[src/rtl/mcpu_pkg.sv]
// Shared opcode, function-code and PC-source definitions for the multicycle CPU.
package mcpu_pkg;

    localparam logic [5:0] OP_RTYPE = 6'b000000;
    localparam logic [5:0] OP_J     = 6'b000010;
    localparam logic [5:0] OP_JAL   = 6'b000011;
    localparam logic [5:0] OP_BEQ   = 6'b000100;
    localparam logic [5:0] OP_BNE   = 6'b000101;
    localparam logic [5:0] OP_ADDI  = 6'b001000;
    localparam logic [5:0] OP_LW    = 6'b100011;
    localparam logic [5:0] OP_SW    = 6'b101011;

    localparam logic [5:0] FUNC_JR  = 6'b001000;

    typedef enum logic [1:0] {
        PCS_ALU = 2'b00,
        PCS_TGT = 2'b01,
        PCS_JMP = 2'b10,
        PCS_REG = 2'b11
    } pcs_e;

    // Pseudo-direct jump: keep the PC region bits, append the word index.
    function automatic logic [31:0] jump_addr(input logic [31:0] pc, input logic [31:0] ir);
        return {pc[31:28], ir[25:0], 2'b00};
    endfunction

endpackage

[src/rtl/mcpu_ir_fields.sv]
// Combinational instruction-register field extraction and immediate sign extension.
module mcpu_ir_fields (
    input  logic [31:0] ir_i,
    output logic [5:0]  op_o,
    output logic [5:0]  func_o,
    output logic [4:0]  rs_o,
    output logic [4:0]  rt_o,
    output logic [4:0]  rd_o,
    output logic [31:0] imm_sext_o
);

    assign op_o       = ir_i[31:26];
    assign func_o     = ir_i[5:0];
    assign rs_o       = ir_i[25:21];
    assign rt_o       = ir_i[20:16];
    assign rd_o       = ir_i[15:11];
    assign imm_sext_o = {{16{ir_i[15]}}, ir_i[15:0]};

endmodule

[src/rtl/mcpu_pc_ir_unit.sv]
// Fetch-side register stage: PC, IR, branch target, MDR and retired-fetch counter.
// Optional bne support via macro MCPU_BNE_EN (default build treats bne as beq).
module mcpu_pc_ir_unit
    import mcpu_pkg::*;
#(
    parameter logic [31:0] RESET_PC = 32'h0000_0000,
    parameter int          CNT_W    = 32
) (
    input  logic             clk,
    input  logic             rst,
    input  logic             pcw,
    input  logic             pcwc,
    input  logic [1:0]       pcs,
    input  logic             irw,
    input  logic             tw,
    input  logic             zero,
    input  logic [31:0]      alu_res,
    input  logic [31:0]      reg_a,
    input  logic [31:0]      mem_rdata,
    output logic [31:0]      pc,
    output logic [31:0]      ir,
    output logic [5:0]       op,
    output logic [5:0]       func,
    output logic [4:0]       rs,
    output logic [4:0]       rt,
    output logic [4:0]       rd,
    output logic [31:0]      imm_sext,
    output logic [31:0]      target,
    output logic [31:0]      mdr,
    output logic [CNT_W-1:0] instret,
    output logic             pc_misalign
);

    logic [31:0]      pc_q, pc_d;
    logic [31:0]      ir_q, ir_d;
    logic [31:0]      target_q, target_d;
    logic [31:0]      mdr_q;
    logic [CNT_W-1:0] instret_q, instret_d;
    logic             mis_q, mis_d;
    logic             take, pc_we;
    logic [31:0]      pc_src;

    mcpu_ir_fields u_fields (
        .ir_i       (ir_q),
        .op_o       (op),
        .func_o     (func),
        .rs_o       (rs),
        .rt_o       (rt),
        .rd_o       (rd),
        .imm_sext_o (imm_sext)
    );

    always_comb begin
`ifdef MCPU_BNE_EN
        take = (op == OP_BNE) ? ~zero : zero;
`else
        take = zero;
`endif
        pc_we = pcw | (pcwc & take);

        unique case (pcs_e'(pcs))
            PCS_ALU: pc_src = alu_res;
            PCS_TGT: pc_src = target_q;
            PCS_JMP: pc_src = jump_addr(pc_q, ir_q);
            PCS_REG: pc_src = reg_a;
            default: pc_src = alu_res;
        endcase

        // The written PC is always word aligned; a dropped low bit is remembered.
        pc_d      = pc_we ? {pc_src[31:2], 2'b00} : pc_q;
        mis_d     = mis_q | (pc_we & (pc_src[1:0] != 2'b00));
        ir_d      = irw ? mem_rdata : ir_q;
        target_d  = tw ? alu_res : target_q;
        instret_d = irw ? instret_q + {{(CNT_W-1){1'b0}}, 1'b1} : instret_q;
    end

    always_ff @(posedge clk or posedge rst) begin
        if (rst) begin
            pc_q      <= RESET_PC;
            ir_q      <= '0;
            target_q  <= '0;
            mdr_q     <= '0;
            instret_q <= '0;
            mis_q     <= 1'b0;
        end else begin
            pc_q      <= pc_d;
            ir_q      <= ir_d;
            target_q  <= target_d;
            mdr_q     <= mem_rdata;
            instret_q <= instret_d;
            mis_q     <= mis_d;
        end
    end

    assign pc          = pc_q;
    assign ir          = ir_q;
    assign target      = target_q;
    assign mdr         = mdr_q;
    assign instret     = instret_q;
    assign pc_misalign = mis_q;

endmodule
[config.mk]
export PLATFORM = sky130hd
export DESIGN_NAME = mcpu_pc_ir_unit
export DESIGN_NICKNAME = d
export VERILOG_FILES = /design/src/rtl/mcpu_pkg.sv /design/src/rtl/mcpu_ir_fields.sv /design/src/rtl/mcpu_pc_ir_unit.sv
export SDC_FILE = /design/constraint.sdc
export NUM_CORES = 1
export LEC_CHECK = 0
export ABC_AREA = 1
export BUFFER_PORTS_ARGS = -buffer_cell sky130_fd_sc_hd__clkbuf_2
export CELL_PAD_IN_SITES_DETAIL_PLACEMENT = 1
export CELL_PAD_IN_SITES_GLOBAL_PLACEMENT = 2
export CORE_MARGIN = 1.5
export CORE_UTILIZATION = 29
export CTS_CLUSTER_SIZE = 24
export DETAILED_ROUTE_END_ITERATION = 10
export GPL_TIMING_DRIVEN = 0
export PLACE_DENSITY = 0.93
export SETUP_SLACK_MARGIN = 0.5
export SYNTH_ARGS = -nofsm -noshare
export SYNTH_HDL_FRONTEND = slang
export SYNTH_SLANG_ARGS = --single-unit
[constraint.sdc]
create_clock -name clk -period 6.5 [get_ports clk]
set_clock_uncertainty 0.05 [all_clocks]
set_input_delay 0 -clock clk [delete_from_list [all_inputs] [get_ports clk]]
set_output_delay 0 -clock clk [all_outputs]
set_load 0.01 [all_outputs]
==> results of run 1 <==
[synth_stat cells, types with 2 or more instances]
| library cell | instances |
|---|---|
| sky130_fd_sc_hd__o21ai_1 | 5 |
| sky130_fd_sc_hd__nor2_2 | 2 |
| sky130_fd_sc_hd__nand4_1 | 14 |
| sky130_fd_sc_hd__dfrtp_1 | 159 |
| sky130_fd_sc_hd__or2_2 | 3 |
| sky130_fd_sc_hd__a21oi_1 | 31 |
| sky130_fd_sc_hd__nor2_1 | 106 |
| sky130_fd_sc_hd__buf_1 | 2 |
| sky130_fd_sc_hd__nand2_1 | 181 |
| sky130_fd_sc_hd__a21oi_2 | 6 |
| sky130_fd_sc_hd__xor2_1 | 6 |
| sky130_fd_sc_hd__nand2_2 | 2 |
| sky130_fd_sc_hd__nand3b_1 | 5 |
| sky130_fd_sc_hd__xnor2_1 | 8 |
| sky130_fd_sc_hd__buf_4 | 65 |
| sky130_fd_sc_hd__clkbuf_1 | 5 |
| sky130_fd_sc_hd__o211ai_2 | 5 |
| sky130_fd_sc_hd__inv_1 | 74 |
| sky130_fd_sc_hd__buf_6 | 4 |
| sky130_fd_sc_hd__buf_2 | 10 |
| sky130_fd_sc_hd__nor2_4 | 5 |
| sky130_fd_sc_hd__o21ai_0 | 41 |
| sky130_fd_sc_hd__inv_2 | 4 |
| sky130_fd_sc_hd__nand3_1 | 39 |
| sky130_fd_sc_hd__mux2_2 | 31 |
[critical path: cells and delay by family]
kind / cells / cell delay, ns
buffers and inverters: 4 / 1.90
AO/OA/AOI/OAI: 1 / 0.18
AND/OR/NAND/NOR: 2 / 0.16
[state kept, by name, summed over array words and instances (netlist names)]
signal	cells
instret	32
ir	32
mdr	32
pc	30
pc_misalign	1
target	32
[per-stage QoR]
step	cells	setup slack, ns	hold WS, ns	power (uW)	instance area (um2)
finish	1615	4.56	0.0265	2740	11100
global route	1614	4.52	0.0306	2870	11100
CTS	1613	4.60	0.00991	2760	11100
detailed placement	1470	4.79	0.0666	1710	9440
global placement	1469	0.00472	0.0701	1690	9410
floorplan	819	2.16	-0.0186	1450	7390
[routing by layer]
metal,track usage (%),wire length (um),up-vias
met5,0,0,-
met4,8.09,845,0
met3,5.04,1700,52
met2,40.6,15000,237
met1,23.9,10800,3602
li1,-,-,3434
[final cells by class]
cell class	instances	area (um2)	share of cell area (%)
Buffer	86	609	5.48
Inverter	78	300	2.70
Sequential cell	159	3980	35.8
Timing Repair Buffer	432	2740	24.6
Antenna cell	2	5.00	0.0450
Multi-Input combinational cell	496	2510	22.6
Clock buffer	18	429	3.86
Tap cell	330	413	3.71
Clock inverter	14	133	1.19
[where the power goes]
group          leakage [uW]  total, uW  internal [uW]  switching [uW]
combinational       0.00355        586            277             309
sequential          0.00191       1170           1080            85.6
clock              0.000256        981            533             448
total               0.00572       2740           1890             842
[cells by family (layout without fill, tap and decap cells)]
kind of cell / count (synthesis) / after routing / share of synthesized area (%)
adder cells (fa/ha/maj): 1 / 1 / 0.169
XOR/XNOR: 14 / 14 / 1.66
other: 1 / 4 / 0.0507
AO/OA/AOI/OAI: 89 / 89 / 6.87
flip-flops: 159 / 159 / 53.8
multiplexers: 31 / 31 / 4.72
buffers and inverters: 164 / 628 / 12.2
AND/OR/NAND/NOR: 359 / 359 / 20.5
[worst min path at each step]
| stage | to | slack, ns | cells after the start |
|---|---|---|---|
| 6_report | pc[27] | 0.03 | 5 |
| 5_1_grt | pc[10] | 0.03 | 5 |
| 4_1_cts | pc[10] | 0.01 | 5 |
| 3_5_place_dp | mdr[4] | 0.07 | 2 |
| 3_3_place_gp | mdr[11] | 0.07 | 1 |
| 2_1_floorplan | mdr[0] | -0.02 | 0 |
==> results list, run 1 <==
* Run status: finished clean
- Tot GR Track Use: 21.8%
* Fraction of synthesis flops using an asynchronous set or reset pin: 100%
- Layout cells sized above 1: 38.3%
* Number of sinks handled by clock tree synthesis: 159
- Crit path cell chain: dlygate4sd3_1, clkbuf_2, a21oi_2, dlygate4sd3_1, nand2_1, nand2_1, dlygate4sd3_1
* Final-report hold violation count: 0
- In this run the cell area of the synthesized design comes to 7390 um2.
- Buffers inserted during clock tree synthesis total 17.
* Row cnt: 58
- Unrepaired setup endpoints after global routing: false
- Number of buffers on the longest clock path: 2
- Of the post-synthesis cell area, the dominant cell type holds a little over half.
- In this run the count of I/O pins placed on the die edge is 325.
* Critical Path AT: 2.24 ns
* Capturing element of the worst setup path: pc[5]
- The worst pin sits at a relative slew slack of between 50% and 60%.
* Number of standard cells after synthesis: 818
- The die covers around 26000 um2.
* Global-route wire length before repair: 44.0 mm
- The number of antenna violations at the first check in global routing is 1.
- Slew at the pin closest to its max-slew limit: around 0.71 ns
- After routing, the total negative slack on setup checks comes to 0 ns.
- Max-cap violations in this run came to 0.
* Crit path launch: pcw
- In this run the worst path has a maximum fanout of 5.
* Routed len/inst: 17.5 um
- The HPWL after detailed placement is approximately 20 mm.
- Setup violations remaining at the end of the flow were counted as 0.
- In this run the power density over the cells is around 250 nW/um2.
* Layout Nets: 1376
- Leakage power of the design: 0.00572 uW
- Counting I/O delays and the setup requirement, the final critical path takes ~1.9 ns.
- For this run, the detailed router's first-pass iteration total came to 4.
* Number of global-route vias before repair: 7892
- The floorplan step defined a core boundary enclosing 25100 um2.
* Total Routed Length: 28.3 mm
* Worst Setup Start Kind: input port
- After synthesis, the mean cell area works out to between 9 and 10 um2.
- Synthesis inferred 159 register bits.
- After the first detailed-routing iteration, the DRC count stood at 290.
- Critical Path End Type: register
* Most frequent cells in the layout: 320 x sky130_fd_sc_hd__clkbuf_2, 181 x sky130_fd_sc_hd__nand2_1, 159 x sky130_fd_sc_hd__dfrtp_1, 111 x sky130_fd_sc_hd__dlygate4sd3_1, 106 x sky130_fd_sc_hd__nor2_1
* Most instantiated flip-flop cell in the synthesis netlist: sky130_fd_sc_hd__dfrtp_1
- Aggregate global routing overflow: 0
- Post-synthesis cell type with the largest combined area: sky130_fd_sc_hd__dfrtp_1
- On the critical path, the stage with the largest delay is an instance of sky130_fd_sc_hd__dlygate4sd3_1.
* Layout overhead on the synthesized area: 50.5%
- Crit-path max cell delay: 0.72 ns
* Worst reg-to-reg path cell count: 8
- VDD sags by at most 0.124 mV.
* Crit Reg-Reg Startpoint: instret[0]
* Hold/Removal Path Class: input port to register
* Most common library cell in the layout ignoring fill and taps: sky130_fd_sc_hd__clkbuf_2
* Critical path start-end classification: input port to register
- The initial utilization of the core area, before any placement, comes to 29.4%.
- Post-CTS Hold Buffers: roughly 110
* Via count: 7325
- Die Span X: 163 um
- In this design, the critical path's most frequently occurring cell is sky130_fd_sc_hd__dlygate4sd3_1.
- After detailed routing, the number of remaining DRC violations is 0.
* Number of synthesis warnings: 0
* Number of antenna-violating nets in the routed design: 0
- Clock-pin slew was measured on the worst setup and hold paths at 0.07 ns.
* Pin count of the biggest net entering global routing: 85
* Ranking of synthesized cells by area: sky130_fd_sc_hd__dfrtp_1 54%, sky130_fd_sc_hd__nand2_1 9.2%, sky130_fd_sc_hd__buf_4 6.6%
- CTS HTree Levels: 4
- TritonCTS built the clock tree.
- After clock tree synthesis, the repair step resized 0 gates.
- The root buffer cell chosen for the clock tree is sky130_fd_sc_hd__clkbuf_16.
- The synthesized netlist contains 30 unique library cells.
- Die Ht: 163 um
- Setup slack on the worst reg-to-reg path comes out at 4.80 ns.
- For this run, the register share of the synthesized area comes to between 50% and 60%.
- The count of buffers added on input and output ports is 320.
* Clock latency on the worst-skew pair: 0.43 ns
- Cells fill 44.3% of the core in the end.
* Period utilization: between 20% and 30%
- Routability congestion estimate: around 0.84
* Number of filler cells placed in the layout: 3070
- Buffers added to address setup during post-CTS repair amount to 0.
- In this run the most critical hold path is launched from pcs[0].
- Highest Clock Rate: 517 MHz
* Data required time at the worst endpoint: 6.81 ns
* Number of enable-type register cells in the synthesized netlist: 0
- The endpoint identified for the worst register-to-register timing path is instret[28].
* Vias per std cell: 4.54
* Final number of max-transition violations: 0
Note: power is estimated with default switching activity, not from simulation.
==> run 2: changes to the inputs <==
Settings changed: ABC_AREA 1 to 0, CORE_UTILIZATION 29 to 30, PLACE_DENSITY 0.93 to 0.88.
Clock period 6.5 ns to 2 ns, I/O delays scaled along.
==> run 2 against run 1 <==
Compared with the run above:
- sequential cell count unchanged
- via count fell by 22%
- largest power group unchanged
- utilization is 4.4 points higher
- non-clock buffer count up 13
- critical endpoint is now instret[31]
- synthesized cell count shrank 41%
- routed wire length fell by 16%
- synthesized area fell by 5.8%
- register-to-register slack worse by 4.4 ns
==> results list, run 2 <==
* Number of filler cells placed in the layout: 2441 (-20%)
- The global router's overall resource usage came to 20.0% (-1.8 points).
- The synthesized-area fraction occupied by ao, oa, aoi and oai cells was 1.26% (-5.6 points).
- The proportion of synthesized chip area in sequential cells is 57.1% (+3.3 points).
- The gate count after technology mapping is 480 (-41%).
- Of the available clock period, the critical path in the final layout requires 78.1%.
- Post-synthesis instance area: 6970 um2 (-5.8%)
* Die Ht: 155 um (-4.5%)
- Fraction of synthesis flops using an asynchronous set or reset pin: 100% (unchanged)
- Run status: finished clean
- The mean area per synthesized cell came to 14.5 um2 (+61%).
* Worst Setup Start Kind: register
* Synthesized-area fraction occupied by and/or/nand/nor cells: 5.51% (-15 points)
* Power per cell area: 874 nW/um2 (+260%)
- The later-pin clock latency in the skew report came to 0.43 ns (about the same).
- Critical path start-end classification: register to register
* Starting DRC count in detailed routing: 197 (-32%)
* Crit path launch: instret[11]
* Pin count of the biggest net entering global routing: 41 (-52%)
- Row cnt: 55 (-5.2%)
- CTS HTree Levels: 4 (unchanged)
* Hold/Removal Path Class: input port to register
- HPWL after detailed placement: 16.6 mm (-17%)
- Count of buffers from port buffering: 319 (-0.31%)
- Broken down by cell family, the worst path's largest delay share belongs to simple AND/OR/NAND/NOR gates.
- The number of different library cells in the post-synthesis netlist was 34 (+13%).
- Adder-cell share of the synthesized area: 0.180% (+0.010 points)
* Global-route wire length before repair: 36.4 mm (-17%)
- Detailed-routing iteration count for the pre-antenna-repair pass: 4 (unchanged)
- Clk slew on worst S/H paths: 0.07 ns (about the same)
- The number of flip-flops and latches in the synthesized netlist is 159 (unchanged).
- The total number of vias is 5738 (-22%).
- Root cell of the clock tree: sky130_fd_sc_hd__clkbuf_16
* Most frequent cells in the layout: 321 x sky130_fd_sc_hd__clkbuf_2, 152 x sky130_fd_sc_hd__dfrtp_1, 96 x sky130_fd_sc_hd__dlygate4sd3_1, 91 x sky130_fd_sc_hd__mux2_2, 86 x sky130_fd_sc_hd__buf_4
- In this run the critical register-to-register path is launched from instret[11].
- Max FO, Critical Path: 5 (unchanged)
- The delay of the slowest cell on the worst path was 0.42 ns (-0.30 ns).
- Initial core utilization: 30.7% (+1.2 points)
- Layout Nets: 1054 (-23%)
- Number of buffers added by the clock tree synthesis step: 17 (unchanged)
- Number of antenna violations at the first check in global routing: 0 (-1)
- The vias per cell came to 4.61 (+1.5%).
- Leading cell type by number of instances after synthesis: sky130_fd_sc_hd__dfrtp_1
- Highest Clock Rate: 641 MHz
* Combinational family with the most area after synthesis: multiplexers
- Number of buffers on the longest clock path: 2 (unchanged)
- The max-capacitance violation count came to 0 (unchanged).
- Number of synthesis warnings: 0 (unchanged)
- Relative to the synthesized area, the layout overhead comes to 58.9%.
* CTS tree: built
- Number of antenna-violating nets in the routed design: 0 (unchanged)
* Master of the slowest instance on the critical path: sky130_fd_sc_hd__dfrtp_2
- Leakage power of the design: 0.00541 uW (-5.5%)
- Number of diodes added for antenna fixing: 0 (-2)
- Final-report hold violation count: 0 (unchanged)
* Final total negative setup slack: 0 ns (unchanged)
- Setup repair after global routing could not meet its margin everywhere.
- Aggregate global routing overflow: 0 (unchanged)
* Routability congestion estimate: 0.752 (-10%)
- Post-synthesis cell type with the largest combined area: sky130_fd_sc_hd__dfrtp_1
- The actual transition at the worst max-transition pin came to 0.739 ns (+0.0272 ns).
* DRC Markers: 0 (unchanged)
- The data required time of the worst path is 2.26 ns (-4.55 ns).
* Floorplan core area: 22700 um2 (-9.6%)
- The area of the die came to 24100 um2 (-8.7%).
- Critical Path AT: 1.83 ns (-0.41 ns)
- The width of the chip was 155 um (-4.5%).
- Origin of the worst min-delay path: pcw
- The number of global-route vias before repair is 6403 (-19%).
* Mux share of post-synthesis cell area: 23.7% (+19 points)
* Top post-synthesis cells by count: 159 x sky130_fd_sc_hd__dfrtp_1, 91 x sky130_fd_sc_hd__mux2_2, 63 x sky130_fd_sc_hd__buf_4
- Fraction of synthesized cell area in xor and xnor cells: 3.90% (+2.2 points)
- STA classifies the critical path endpoint as a register.
- Number of sinks handled by clock tree synthesis: 159 (unchanged)
- Boundary Pins: 325 (unchanged)
* Final number of max-transition violations: 0 (unchanged)
- Ranking of synthesized cells by area: sky130_fd_sc_hd__dfrtp_1 57%, sky130_fd_sc_hd__mux2_2 15%, sky130_fd_sc_hd__mux4_2 8.4%
- The remaining max-slew budget at the tightest pin is 50.7% (-1.8 points).
* Layout cells sized above 1: 63.0% (+25 points)
* VDD IR-drop max: 0.479 mV (+290%)
- Total Routed Length: 23.8 mm (-16%)
- CP Buf/Inv Count: 2 (-2)
- The worst path in the final design needs a cycle of 1.56 ns, including I/O delays and setup.
- For this run, the leading register cell type out of synthesis is sky130_fd_sc_hd__dfrtp_1.
* Routed len/inst: 19.1 um (+9.2%)
- The signal on the critical path passes through nand3_4, nor4_4, buf_6, buf_8, nand4_2, xnor2_1.
* Count of final setup violators: 0 (unchanged)
- The number of flops mapped to enable cells by yosys was 0 (unchanged).
* Share of the synthesized area in the top cell type: 57.1% (+3.3 points)
* Power consumption: 9670 uW (+250%)
- Most common library cell in the layout ignoring fill and taps: sky130_fd_sc_hd__clkbuf_2
[run 2: changes by cell type in the layout (fill, tap and decap cells not counted), sizes merged, moves of 15 or more]
cell,change
a21oi,-29
inv,-78
o21ai,-45
nand2,-174
xnor2,+16
nor2,-105
mux2,+60
mux4,+26
nand3,-24
dlygate4sd3,-15
buf,+25
[run 2: per-layer routing]
metal	GRT usage, %	vias to the layer above	part of all wire, %
met3	5.96	22	6.4
met2	37.4	219	54
met4	5.44	0	1.4
met5	0	-	0
li1	-	2593	-
met1	21.9	2904	38
[run 2: final timing paths]
check                      cells after the start           to  slack, ns
setup reg to reg                               6  instret[31]       0.44
max in group asynchronous                      5       pc[10]       1.01
min in group asynchronous                      3       ir[28]       0.07
setup / recovery                               6  instret[31]       0.44
hold reg to reg                                1  instret[31]       0.43
hold / removal                                 3       pc[25]       0.02
[run 2: final cells by class]
cell class	instances	area [um2]	area share, %
Tap cell	285	357	3.22
Buffer	83	583	5.27
Timing Repair Buffer	448	2890	26.1
Clock buffer	20	457	4.13
Clock inverter	12	205	1.85
Inverter	3	15.0	0.136
Multi-Input combinational cell	236	2570	23.2
Sequential cell	159	3990	36.0
[run 2: cells by family after synthesis]
group,count (synthesis)
AOI/OAI and AO/OA,14
xor gates and xnor gates,31
adders and majority gates,1
buffers and inverters,86
DFF,159
muxes,121
other,1
and+or+nand+nor,67
[run 2: worst reg2reg max path, cell delays in order (launching register included)]
cell,delay [ns]
sky130_fd_sc_hd__dfrtp_2,0.42
sky130_fd_sc_hd__nand3_4,0.10
sky130_fd_sc_hd__nor4_4,0.31
sky130_fd_sc_hd__buf_6,0.19
sky130_fd_sc_hd__buf_8,0.14
sky130_fd_sc_hd__nand4_2,0.10
sky130_fd_sc_hd__xnor2_1,0.14
[run 2: what timing repair did]
action                                 in CTS  in global routing
gates cloned                                0                  1
pin swaps                                   6                 19
hold buffers                               97                  0
resized for setup                          19                 30
endpoints found under the hold margin     209                  0
buffers inserted                           19                  8
setup endpoints to repair                  50                 23
[run 2: power by group]
| part | leakage, uW | internal (uW) | switching, uW |
|---|---|---|---|
| registers | 0.00190 | 3560 | 286 |
| clock network | 0.000318 | 2300 | 1380 |
| logic | 0.00319 | 1140 | 1010 |
| total | 0.00541 | 7000 | 2680 |
[run 2: per-stage QoR]
stage / setup slack (ns) / cell area [um2] / std cells / util, % / hold WS, ns
after floorplan: -0.0649 / 6980 / 481 / - / -0.0186
after CTS: 0.456 / 10900 / 1237 / 47.8 / 0.00461
final: 0.439 / 11100 / 1246 / 48.7 / 0.0158
after detailed placement: -0.0566 / 9010 / 1089 / 39.7 / -0.0298
after global placement: -1.22 / 8930 / 1085 / 39.3 / 0.0702
after global routing: 0.323 / 11100 / 1246 / 48.7 / 0.00199
==> run 3: changes to the inputs <==
Clock period 2 ns to 1.5 ns, I/O delays scaled along.
==> run 3 against run 2 <==
Compared with the run above:
- routed wire length is 41% higher
- maximum frequency decreased by 12%
- the flow now finishes with violations (hold timing, setup timing)
- utilization rose by 12 points
- critical path type unchanged
- worst hold slack worse by 0.44 ns
- first-iteration DRC count grew 47%
- power increased by 56%
==> results list, run 3 (synthesized netlist as in run 2, its figures left out) <==
* Power consumption: 15000 uW (+56%)
- The die span in y is 155 um (unchanged).
- The highest clock frequency the design can meet is 563 MHz (-12%).
- The area of the die was 24100 um2 (unchanged).
* Routability congestion estimate: 0.751 (-0.16%)
- Crit path cell chain: nand4_1, nor4_4, buf_6, clkbuf_16, nand3_4, xnor2_1
- Number of global-route vias before repair: 7102 (+11%)
- Total Routed Length: 33.7 mm (+41%)
- The number of optimization iterations in the first detailed-route pass was 4 (unchanged).
- The clock input transition at the sequential cells of the worst setup and hold paths is 0.07 ns (about the same).
* Layout cells sized above 1: 73.8% (+11 points)
- Max-cap violations: 0 (unchanged)
- The first-pass GRT wire length is 42.8 mm (+17%).
* Power per cell area: 1080 nW/um2 (+24%)
* Routed len/inst: 24.8 um (+30%)
- CP Buf/Inv Count: 2 (unchanged)
* Slew at the pin closest to its max-slew limit: 0.598 ns (-0.141 ns)
- The total number of nets in the final design was 1165 (+11%).
- The HPWL reported at the end of detailed placement came to 16.2 mm (-2.2%).
- Worst Hold Margin: -0.428 ns (-0.443 ns)
- Total area of multi-input combinational cells: 2930 um2 (+14%)
- The arrival time reported for the critical path endpoint is 2.05 ns (+0.22 ns).
* Number of diodes added for antenna fixing: 0 (unchanged)
* Sequential cell area: 4010 um2 (+0.44%)
* Count of buffers from port buffering: 319 (unchanged)
- Aggregate global routing overflow: 0 (unchanged)
- In the layout the commonest cells are 277 x sky130_fd_sc_hd__buf_6, 162 x sky130_fd_sc_hd__clkbuf_2, 138 x sky130_fd_sc_hd__dfrtp_1, 68 x sky130_fd_sc_hd__dlygate4sd3_1, 58 x sky130_fd_sc_hd__buf_4.
- The library cell used most frequently in the layout, excluding fill and tap cells, is sky130_fd_sc_hd__buf_6.
- The count of boundary I/O pins was 325 (unchanged).
- Number of sinks handled by clock tree synthesis: 159 (unchanged)
- The number of antenna violations at the first check in global routing was 1 (+1).
- The width of the chip came to 155 um (unchanged).
* Crit-path max cell delay: 0.39 ns (-0.03 ns)
- Floorplan core area: 22700 um2 (unchanged)
- The fill cell total of the finished layout was 2228 (-8.7%).
* Hold/Removal Path Class: input port to asynchronous set/reset pin
- The final clock period utilization by the worst path was 118% (+40 points).
- Max FO, Critical Path: 6 (+1)
- Via count: 6586 (+15%)
- Data required time at the worst endpoint: 1.77 ns (-0.49 ns)
- The number of placement rows is 55 (unchanged).
* Critical path start-end classification: register to register
* Layout overhead on the synthesized area: 99.2%
- Max-slew headroom at the worst pin: 60.0% (+9.3 points)
- Clock latency on the worst-skew pair: 0.43 ns (about the same)
- The max-slew violation total from the final report was 0 (unchanged).
- The initial core utilization is 30.7% (unchanged).
- The hold buffer count at CTS came to 68 (-30%).
- The leakage dissipation is 0.00676 uW (+25%).
- Setup repair after global routing could not meet its margin everywhere.
- Fraction of the core area covered by cells at the end of the flow: 61.1% (+12 points)
* Cell class contributing the biggest share of worst-path delay: simple AND/OR/NAND/NOR gates
- Tot GR Track Use: 23.6% (+3.6 points)
- DRC Markers: 0 (unchanged)
* Worst Setup Start Kind: register
- The maximum buffer depth of the clock tree is 2 (unchanged).
- Pin count of the biggest net entering global routing: 40 (-2.4%)
- The internal reg-to-reg setup slack came to -0.28 ns (-0.71 ns).
* Master of the slowest instance on the critical path: sky130_fd_sc_hd__dfrtp_1
- TritonCTS built the clock tree.
- Shortest period the worst path allows: 1.78 ns (+0.214 ns)
* CTS HTree Levels: 4 (unchanged)
- Worst path setup slack after routing: -0.276 ns (-0.714 ns)
- The vias per cell was 4.85 (+5.4%).
- Final-report hold violation count: 60 (+60)
* Number of buffers added by the clock tree synthesis step: 17 (unchanged)
- The maximum ir drop on the vdd rail came to 0.727 mV (+52%).
- Root cell of the clock tree: sky130_fd_sc_hd__clkbuf_16
- Starting DRC count in detailed routing: 290 (+47%)
- Count of final setup violators: 23 (+23)
- Critical Path End Type: register
- Failing checks: hold timing, setup timing
- Number of antenna-violating nets in the routed design: 0 (unchanged)
- Run status: finished with violations
run 3: cell types whose count changed in the layout (fill, tap and decap cells not counted), moves of 35 or more:
cell,change
sky130_fd_sc_hd__mux2_2,-41
sky130_fd_sc_hd__buf_6,+273
sky130_fd_sc_hd__clkbuf_2,-159
sky130_fd_sc_hd__buf_8,+35
sky130_fd_sc_hd__mux2_4,+41
run 3: worst paths after layout:
path / from / endpoint / depth (start not counted)
min in group clk: pcw / pc[25] / 3
max: instret[7] / instret[20] / 6
min reg2reg: pc[23] / pc[23] / 1
min: rst / ir[31] / 2
max reg2reg: instret[7] / instret[20] / 6
max in group asynchronous: rst / ir[15] / 5
run 3: through the flow:
step                instances  TNS [ns]  hold slack [ns]  worst slack (ns)  cell area (um2)
finish                   1357     -3.16           -0.428            -0.276            13900
global route             1357     -3.76           -0.405            -0.297            13900
CTS                      1287    -0.151           -0.430           -0.0340            12500
detailed placement       1089     -6.62           0.0310            -0.346             9060
global placement         1085   -276.47           0.0711             -1.71             8980
floorplan                 481    -90.75          -0.0186            -0.565             7030
run 3: routing by layer:
metal | vias to the layer above | routed length [um] | GRT usage, %
met4 | 0 | 916 | 8.16
met3 | 66 | 1980 | 6.91
met1 | 3438 | 12100 | 25.4
met5 | - | 0 | 0
li1 | 2809 | - | -
met2 | 273 | 18600 | 43.9
run 3: worst reg2reg max path: cells and delay by family, from the launching register on:
| kind | cells | cell delay (ns) |
|---|---|---|
| XOR/XNOR | 1 | 0.27 |
| AND/OR/NAND/NOR | 3 | 0.59 |
| flip-flops | 1 | 0.39 |
| buffers and inverters | 2 | 0.38 |
run 3: what timing repair did:
item                       CTS  global route
gates cloned                 2             1
pin swaps                   23            31
buffers inserted            96            69
hold endpoints to repair   174            39
gates resized for setup    312           253
setup endpoints to repair  237           284
run 3: final cells by class:
class	count	area share [%]
buffer	83	6.09
sequential	159	28.9
multi-input combinational	236	21.1
inverter	3	0.108
timing repair buffer	559	36.9
clock buffer	22	3.42
tap	285	2.57
clock inverter	10	0.911
run 3: where the power goes:
group          switching, uW  leakage [uW]  internal, uW
combinational           2100       0.00459          3200
clock                   1930      0.000284          2610
sequential               442       0.00188          4750
total                   4480       0.00676         10600
